File: src/rtl/arith_pkg.sv
// Shared types for the arith_arbiter slice: FSM states, flag bundle
// and the default datapath width.
package arith_pkg;

  localparam int ARITH_WIDTH = 32;

  typedef enum logic [1:0] {
    ARB_IDLE,
    ARB_EXEC,
    ARB_RSP
  } arb_state_e;

  typedef struct packed {
    logic overflow;
    logic carry;
    logic negative;
  } arith_flags_t;

endpackage

File: src/rtl/arith_unit.sv
// Shared adder with signed-overflow, carry-out and negative flags.
module arith_unit
  import arith_pkg::*;
#(
  parameter int WIDTH = ARITH_WIDTH
) (
  input  logic [WIDTH-1:0] i_a,
  input  logic [WIDTH-1:0] i_b,
  output logic [WIDTH-1:0] o_result,
  output arith_flags_t     o_flags
);

  logic [WIDTH:0] w_sum;

  assign w_sum    = {1'b0, i_a} + {1'b0, i_b};
  assign o_result = w_sum[WIDTH-1:0];

  always_comb begin
    o_flags          = '0;
    o_flags.carry    = w_sum[WIDTH];
    o_flags.negative = w_sum[WIDTH-1];
    o_flags.overflow = (i_a[WIDTH-1] == i_b[WIDTH-1]) &&
                       (w_sum[WIDTH-1] != i_a[WIDTH-1]);
  end

endmodule

File: src/rtl/rr_pick.sv
// Combinational round-robin picker: scans from last+1 upward with
// wrap-around and returns a one-hot grant plus its index.
module rr_pick #(
  parameter int NUM_REQ = 4,
  parameter int ID_W    = $clog2(NUM_REQ)
) (
  input  logic [NUM_REQ-1:0] i_req,
  input  logic [ID_W-1:0]    i_last,
  output logic [NUM_REQ-1:0] o_gnt,
  output logic [ID_W-1:0]    o_idx,
  output logic               o_any
);

  logic [ID_W:0] w_k;

  always_comb begin
    o_gnt = '0;
    o_idx = '0;
    o_any = 1'b0;
    w_k   = '0;
    for (int i = 1; i <= NUM_REQ; i++) begin
      w_k = {1'b0, i_last} + (ID_W+1)'(i);
      if (w_k >= (ID_W+1)'(NUM_REQ))
        w_k = w_k - (ID_W+1)'(NUM_REQ);
      if (!o_any && i_req[w_k[ID_W-1:0]]) begin
        o_any                 = 1'b1;
        o_idx                 = w_k[ID_W-1:0];
        o_gnt[w_k[ID_W-1:0]]  = 1'b1;
      end
    end
  end

endmodule

File: src/rtl/arith_arbiter.sv
// Round-robin sequencer sharing one arith_unit among NUM_REQ clients.
// Define ARITH_ARB_PERF_EN to add per-requester grant counters.
module arith_arbiter
  import arith_pkg::*;
#(
  parameter int NUM_REQ = 4,
  parameter int WIDTH   = ARITH_WIDTH,
  parameter int ID_W    = $clog2(NUM_REQ)
) (
  input  logic                     clk,
  input  logic                     rst_n,
  input  logic [NUM_REQ-1:0]       req_valid,
  output logic [NUM_REQ-1:0]       req_ready,
  input  logic [NUM_REQ*WIDTH-1:0] req_a,
  input  logic [NUM_REQ*WIDTH-1:0] req_b,
  output logic                     rsp_valid,
  input  logic                     rsp_ready,
  output logic [ID_W-1:0]          rsp_id,
  output logic [WIDTH-1:0]         rsp_result,
  output logic                     rsp_overflow,
  output logic                     rsp_carry,
  output logic                     rsp_negative
`ifdef ARITH_ARB_PERF_EN
  ,
  output logic [NUM_REQ*16-1:0]    perf_grants
`endif
);

  arb_state_e         r_state;
  arb_state_e         w_next;
  logic [ID_W-1:0]    r_last;
  logic [ID_W-1:0]    r_id;
  logic [ID_W-1:0]    r_rsp_id;
  logic [ID_W-1:0]    w_idx;
  logic [NUM_REQ-1:0] w_gnt;
  logic               w_any;
  logic               w_accept;
  logic [WIDTH-1:0]   r_a;
  logic [WIDTH-1:0]   r_b;
  logic [WIDTH-1:0]   w_result;
  logic [WIDTH-1:0]   r_result;
  arith_flags_t       w_flags;
  arith_flags_t       r_flags;

  rr_pick #(
    .NUM_REQ (NUM_REQ),
    .ID_W    (ID_W)
  ) u_pick (
    .i_req  (req_valid),
    .i_last (r_last),
    .o_gnt  (w_gnt),
    .o_idx  (w_idx),
    .o_any  (w_any)
  );

  arith_unit #(
    .WIDTH (WIDTH)
  ) u_unit (
    .i_a      (r_a),
    .i_b      (r_b),
    .o_result (w_result),
    .o_flags  (w_flags)
  );

  assign w_accept = (r_state == ARB_IDLE) && w_any;
  // Gate with rst_n so no grant leaks out while reset is held.
  assign req_ready = (rst_n && r_state == ARB_IDLE) ? w_gnt : '0;

  always_comb begin
    w_next = r_state;
    unique case (r_state)
      ARB_IDLE: if (w_any)     w_next = ARB_EXEC;
      ARB_EXEC:                w_next = ARB_RSP;
      ARB_RSP:  if (rsp_ready) w_next = ARB_IDLE;
      default:                 w_next = ARB_IDLE;
    endcase
  end

  always_ff @(posedge clk or negedge rst_n) begin
    if (!rst_n) begin
      r_state <= ARB_IDLE;
      r_last  <= ID_W'(NUM_REQ-1);
      r_id    <= '0;
      r_a     <= '0;
      r_b     <= '0;
    end else begin
      r_state <= w_next;
      if (w_accept) begin
        r_last <= w_idx;
        r_id   <= w_idx;
        r_a    <= req_a[w_idx*WIDTH +: WIDTH];
        r_b    <= req_b[w_idx*WIDTH +: WIDTH];
      end
    end
  end

  always_ff @(posedge clk or negedge rst_n) begin
    if (!rst_n) begin
      r_result <= '0;
      r_flags  <= '0;
      r_rsp_id <= '0;
    end else if (r_state == ARB_EXEC) begin
      r_result <= w_result;
      r_flags  <= w_flags;
      r_rsp_id <= r_id;
    end
  end

  assign rsp_valid    = (r_state == ARB_RSP);
  assign rsp_id       = r_rsp_id;
  assign rsp_result   = r_result;
  assign rsp_overflow = r_flags.overflow;
  assign rsp_carry    = r_flags.carry;
  assign rsp_negative = r_flags.negative;

`ifdef ARITH_ARB_PERF_EN
  logic [15:0] r_perf [NUM_REQ];

  always_ff @(posedge clk or negedge rst_n) begin
    if (!rst_n) begin
      for (int i = 0; i < NUM_REQ; i++)
        r_perf[i] <= '0;
    end else begin
      for (int i = 0; i < NUM_REQ; i++)
        if (w_accept && w_gnt[i] && r_perf[i] != 16'hFFFF)
          r_perf[i] <= r_perf[i] + 16'd1;
    end
  end

  for (genvar g = 0; g < NUM_REQ; g++) begin : g_perf
    assign perf_grants[g*16 +: 16] = r_perf[g];
  end
`endif

endmodule

File: config.mk
export PLATFORM = sky130hd
export DESIGN_NAME = arith_arbiter
export DESIGN_NICKNAME = d
export VERILOG_FILES = /design/src/rtl/arith_pkg.sv /design/src/rtl/arith_unit.sv /design/src/rtl/rr_pick.sv /design/src/rtl/arith_arbiter.sv
export SDC_FILE = /design/constraint.sdc
export NUM_CORES = 1
export LEC_CHECK = 0
export CAP_MARGIN = 15
export CORE_MARGIN = 5
export CORE_UTILIZATION = 50
export CTS_CLUSTER_DIAMETER = 150
export DETAILED_ROUTE_END_ITERATION = 16
export PLACE_DENSITY_LB_ADDON = 0.25
export SYNTH_ARGS = -nofsm -noshare
export SYNTH_HDL_FRONTEND = slang
export SYNTH_SLANG_ARGS = --single-unit
File: constraint.sdc
create_clock -name clk -period 7.26 [get_ports clk]
set_input_delay 1.452 -clock clk [delete_from_list [all_inputs] [get_ports clk]]
set_output_delay 1.452 -clock clk [all_outputs]
set_load 0.01 [all_outputs]
==> flow_summary.yaml, run 1 <==
global_routing:
  antenna_found_initial: 3
  grtUsageTotal_pct: 32.0
  overflow: 0
  grt_pass1_wl_mm: 68.7
  grt_max_degree: 265
  grt_pass1_vias: 12391
worst_setup_path:
  r2r-start: "r_last[0]"
  r2r_cells: 11
  crit_type: "input port to output port"
  path_cells: "clkdlybuf4s50_1 -> mux2i_1 -> mux2i_1 -> or3_4 -> nor2_8 -> nand2_1 -> a21oi_1 -> clkdlybuf4s50_1"
  rrSetupSlack_ps: 2190
  slowest_delay_ps: 560
  worstPathArrival_ps: 4050
  cp_max_fo: 12
  crit_slowest_cell: "clkdlybuf4s50_1"
  cp-start-kind: "input port"
  critPathCaptureType: "output port"
  cp.required_ps: 5810
  r2r-end: "r_b[16]"
placement:
  dpl_cell_area_um2: 14600
  place_congestion: 0.964
  io_buffers: 304
  place_ws_ps: 1640
  hpwl_mm: 32.5
  dp_cells: 2015
pwr:
  comb_power_share_pct: 80.2
  seqPwrFrac_pct: 13.8
  peakVddDrop_mv: 0.476
  p_switching_w: 0.00500
  p_leak_nw: 5.69
  clkPwrFrac_pct: 6.1
  p_int_w: 0.00399
  switching_share_pct: 55.6
  powerDensity_nw_per_um2: 602
clock_tree:
  cts-resized-gates: 0
  hold_buffers: 0
  cts_buffers: 9
  cts_max_level: 3
  clk_latency_ps: 360
  cts_tree: "done"
  cts_buffer_depth: 2
  postCtsSetupBuffers: 0
  clk_pin_slew_worst_paths_ps: 70
  clock-sinks: 106
  clockRootBuffer: "clkbuf_16"
timing:
  setup_ws_ps: 1750
  worstMarginPinSlew_ps: 1100
  max_slew_margin_pct: 26.5
  min_period_over_period_pct: 75.8
  setup-violations-final: 0
  rsz0062_at_grt: "no"
  min_period_ps: 5510
  slew_viol_final: 0
  clock.fmax_mhz: 182
  report.final.hold_viol_count: 0
  setup_tns_ps: 0
  whs_ps: 474
  skew_ps: 10.7
floorplanning:
  dieArea_um2: 26600
  rows: 56
  fp.dieW_um: 163
  top_level_ports: 305
  initial_core_util_pct: 50.4
  die_h_um: 163
  core_um2: 23300
min_path:
  hold_depth: 2
  min_to: "rsp_id[1]"
  hold_path_class: "register to register"
  hold_start: "rsp_id[1]"
route:
  drt_pre_antenna_iters: 6
  via_per_inst: 6.87
  postRouteAntennaNets: 0
  dr_total_vias: 13974
  wl_mm: 44.7
  wire_per_inst_um: 22.0
  drt-initial-drc-count: 1773
  remaining_drc_errors: 0
synthesis:
  synth.yosys.seq_area_share_pct: 22.7
  syn-instance-count: 1561
  synth.distinct_cells: 67
  ys_ff_latch: 106
  synth_edf_count: 0
  synth_ff_type: "dfrtp_1"
  synthArstFlopShare_pct: 100
  syn_avg_cell_area_um2: 7.50
  syn_nets: 1865
  syn_area_um2: 11700
  yosysWarnings: 0
final_layout:
  syn_to_final_growth_pct: 27.4
  finalNonFillerCells: 2033
  design_area_um2: 14900
  drive_gt1_share_pct: 3.45
  final_cell_mix: "303 x clkdlybuf4s50_1, 171 x a21oi_1, 142 x nand2_1, 136 x nor3_1, 133 x a221oi_1"
  layout.nets: 2011
  final_common_cell: "clkdlybuf4s50_1"
outcome:
  status: "complete, no violations"
run:
  cap_violations: 0
## area by class of cell
cell class / count / area (um^2)
fillers: 2098 / 8340
multi-input cells: 1250 / 8220
repair buffers: 324 / 3250
flip-flops and latches: 106 / 2660
well taps: 319 / 399
clock buffers: 11 / 243
clock inverters: 5 / 78.8
inverters: 16 / 63.8
diodes: 2 / 5.00
## worst max-delay path by stage
stage / startpoint / endpoint / slack (ps)
2_1_floorplan: r_last[0] / req_ready[0] / 2670
3_3_place_gp: req_valid[0] / r_a[8] / 1800
3_5_place_dp: req_valid[1] / r_a[1] / 1640
4_1_cts: req_valid[1] / req_ready[2] / 1770
5_1_grt: r_last[0] / req_ready[2] / 1600
6_report: req_valid[1] / req_ready[2] / 1750
## metrics by stage
stage | util, % | total power [W]
after floorplan | - | 0.00656
after global placement | 62.7 | 0.00811
after detailed placement | 62.7 | 0.00829
after CTS | 64.1 | 0.00885
after global routing | 64.1 | 0.00967
final | 64.1 | 0.00899
## power by group through the flow
stage	logic, W	clock network [W]	registers, W
floorplan	0.00543	0	0.00113
global placement	0.00688	0	0.00123
detailed placement	0.00706	0	0.00124
CTS	0.00708	0.000547	0.00123
global route	0.00784	0.000570	0.00126
finish	0.00721	0.000545	0.00124
## registers in the layout, indices dropped and copies added, names as in the netlist
register / flops
rsp_overflow: 1
r_state: 2
r_last: 2
r_a: 32
rsp_id: 2
rsp_carry: 1
rsp_result: 32
r_id: 2
r_b: 32
## critical path: cells and delay by family
family          cells  cell delay, ps
buf+inv             2            1090
simple gates        3             750
mux                 2             600
compound gates      1             170
## synthesized netlist by cell type, types with 10 or more instances
master | n | area [um^2]
o21ai_0 | 23 | 115
o21bai_1 | 10 | 75.1
nand3_1 | 19 | 95.1
inv_1 | 13 | 48.8
mux2i_1 | 70 | 701
buf_2 | 22 | 110
nor3_1 | 136 | 681
a21o_1 | 13 | 97.6
a221oi_1 | 133 | 1160
nand2_1 | 143 | 537
xnor2_1 | 15 | 131
and3_1 | 11 | 68.8
ha_1 | 40 | 500
dfrtp_1 | 104 | 2600
nor2_1 | 29 | 109
o21ai_1 | 79 | 395
or3_1 | 129 | 807
clkbuf_1 | 145 | 544
a21oi_1 | 171 | 856
o31ai_1 | 132 | 991
## cells by family after synthesis
kind of cell,Yosys count,share of synthesized area [%]
compound gates,619,35.7
xor+xnor,19,1.42
fa+ha+maj,41,4.44
buf+inv,205,7.56
flops,106,22.7
mux,75,6.75
simple gates,496,21.4
## routing by layer
metal | track usage, % | up-vias | wire length, um
li1 | - | 6401 | -
met1 | 44.0 | 6570 | 17700
met2 | 49.7 | 853 | 20200
met3 | 5.12 | 148 | 4340
met4 | 14.2 | 2 | 2360
met5 | 0 | - | 13
No activity file was read; power rests on OpenSTA's default activity.
==> inputs of run 2 (changes only) <==
--- a/config.mk
+++ b/config.mk
@@ -7,7 +7,7 @@
 export LEC_CHECK = 0
 export CAP_MARGIN = 15
 export CORE_MARGIN = 5
-export CORE_UTILIZATION = 50
+export CORE_UTILIZATION = 46
 export CTS_CLUSTER_DIAMETER = 150
 export DETAILED_ROUTE_END_ITERATION = 16
 export PLACE_DENSITY_LB_ADDON = 0.25
==> constraint.sdc (replaced) <==
create_clock -name clk -period 4.9 [get_ports clk]
set_input_delay 0.98 -clock clk [delete_from_list [all_inputs] [get_ports clk]]
set_output_delay 0.98 -clock clk [all_outputs]
set_load 0.01 [all_outputs]
==> run 2 against run 1 <==
Against the previous run:
- sequential power increased by 41%
- clock skew increased by 1.2 ps
- count of clock-buffer cells in the layout decreased by 1
- setup slack got worse by 1600 ps
- final area increased by 0.93%
- global-route usage decreased by 2.4 points
- clock power increased by 31%
- via count decreased by 3.1%
- sequential cell count unchanged
- combinational power increased by 53%
- critical path depth unchanged
- utilization decreased by 4.2 points
- highest routed layer is now met4
==> flow_summary.yaml, run 2 (same netlist as run 1, synthesis figures left out) <==
outcome:
  status: "complete, no violations"
clock_tree:
  cts-resized-gates: 0
  clk_latency_ps: 360
  hold_buffers: 0
  cts_buffers: 9
  cts_max_level: 3
  postCtsSetupBuffers: 0
  clockRootBuffer: "clkbuf_16"
  cts_buffer_depth: 2
  clock-sinks: 106
  clk_pin_slew_worst_paths_ps: 80
  cts_tree: "done"
final_layout:
  final_cell_mix: "303 x clkdlybuf4s50_1, 171 x a21oi_1, 142 x nand2_1, 136 x nor3_1, 133 x a221oi_1"
  fillCellCount: 2347
  syn_to_final_growth_pct: 28.5
  layout.nets: 2022
  drive_gt1_share_pct: 4.06
  final_common_cell: "clkdlybuf4s50_1"
  seq_area_um2: 2660
  design_area_um2: 15100
  multi_input_area_um2: 8220
worst_setup_path:
  cp.required_ps: 3920
  cp-start-kind: "register"
  cp_max_fo: 11
  crit_type: "register to output port"
  worstPathArrival_ps: 3720
  critPathCaptureType: "output port"
route:
  dr_total_vias: 13543
  drt-initial-drc-count: 1549
  wire_per_inst_um: 21.4
  wl_mm: 44.1
  drt_pre_antenna_iters: 6
  via_per_inst: 6.57
  postRouteAntennaNets: 0
  remaining_drc_errors: 0
timing:
  setup_tns_ps: 0
  min_period_ps: 4700
  slew_viol_final: 0
  clock.fmax_mhz: 213
  skew_ps: 12.0
  max_slew_margin_pct: 29.4
  rsz0062_at_grt: "no"
  setup-violations-final: 0
  min_period_over_period_pct: 95.9
  worstMarginPinSlew_ps: 1030
  report.final.hold_viol_count: 0
placement:
  dpl_cell_area_um2: 14800
  hpwl_mm: 32.3
  io_buffers: 304
  place_congestion: 0.982
pwr:
  powerDensity_nw_per_um2: 896
  peakVddDrop_mv: 0.746
  p_leak_nw: 5.74
run:
  cap_violations: 0
global_routing:
  antenna_found_initial: 7
  overflow: 0
  grt_pass1_vias: 12676
  grt_pass1_wl_mm: 69.3
  grt_max_degree: 258
  grtUsageTotal_pct: 29.6
floorplanning:
  initial_core_util_pct: 46.7
  die_h_um: 170
  fp.dieW_um: 170
  rows: 58
  top_level_ports: 305
  dieArea_um2: 28800
  core_um2: 25100
min_path:
  hold_path_class: "register to register"
## run 2: report_power, final
part           switching [W]  internal, W  total, W
clock               0.000362     0.000352  0.000714
sequential          0.000373      0.00138   0.00175
combinational        0.00679      0.00423    0.0110
total                0.00753      0.00596    0.0135
## run 2: critical path, cell delays in order (launching register included)
cell             delay [ps]
dfstp_2                 670
inv_1                   130
ha_1                    530
mux4_2                  640
or3_4                   470
nor2_8                  140
nand2_1                  70
a21oi_1                 140
clkdlybuf4s50_1         560
## run 2: final timing paths
kind / start / to / slack (ps) / cells past startpoint
worst max-delay path: r_last[1] / req_ready[2] / 200 / 8
worst min-delay path: r_id[1] / rsp_id[1] / 470 / 2
worst max register to register: r_last[0] / r_a[10] / 900 / 9
worst min register to register: r_id[1] / rsp_id[1] / 470 / 2
max in group asynchronous: rst_n / r_a[9] / 2950 / 3
min in group asynchronous: rst_n / rsp_id[1] / 710 / 2
## run 2: layout make-up
type,count,area share [%]
inverter,16,0.424
antenna,7,0.116
clock inverter,6,0.316
timing repair buffer,335,22.7
tap,330,2.74
clock buffer,10,1.52
sequential,106,17.7
multi-input combinational,1250,54.6
## run 2: through the flow
step | cells | total power [W] | setup WS, ps | hold slack, ps | utilization (%)
4_1_cts | 2053 | 0.0134 | 211 | 480 | 59.9
3_3_place_gp | 2037 | 0.0124 | 484 | 451 | 58.8
3_5_place_dp | 2037 | 0.0126 | 424 | 460 | 58.8
6_report | 2060 | 0.0135 | 201 | 474 | 60.0
5_1_grt | 2060 | 0.0146 | 71.2 | 493 | 60.0
2_1_floorplan | 1561 | 0.00971 | 782 | 435 | -
## run 2: routing by layer
metal | global-route usage, % | up-vias | share of wire [%]
met1 | 39.9 | 6414 | 41
li1 | - | 6401 | -
met3 | 5.22 | 101 | 8.7
met4 | 11.4 | 0 | 4.2
met2 | 47.3 | 627 | 46
met5 | 0 | - | 0
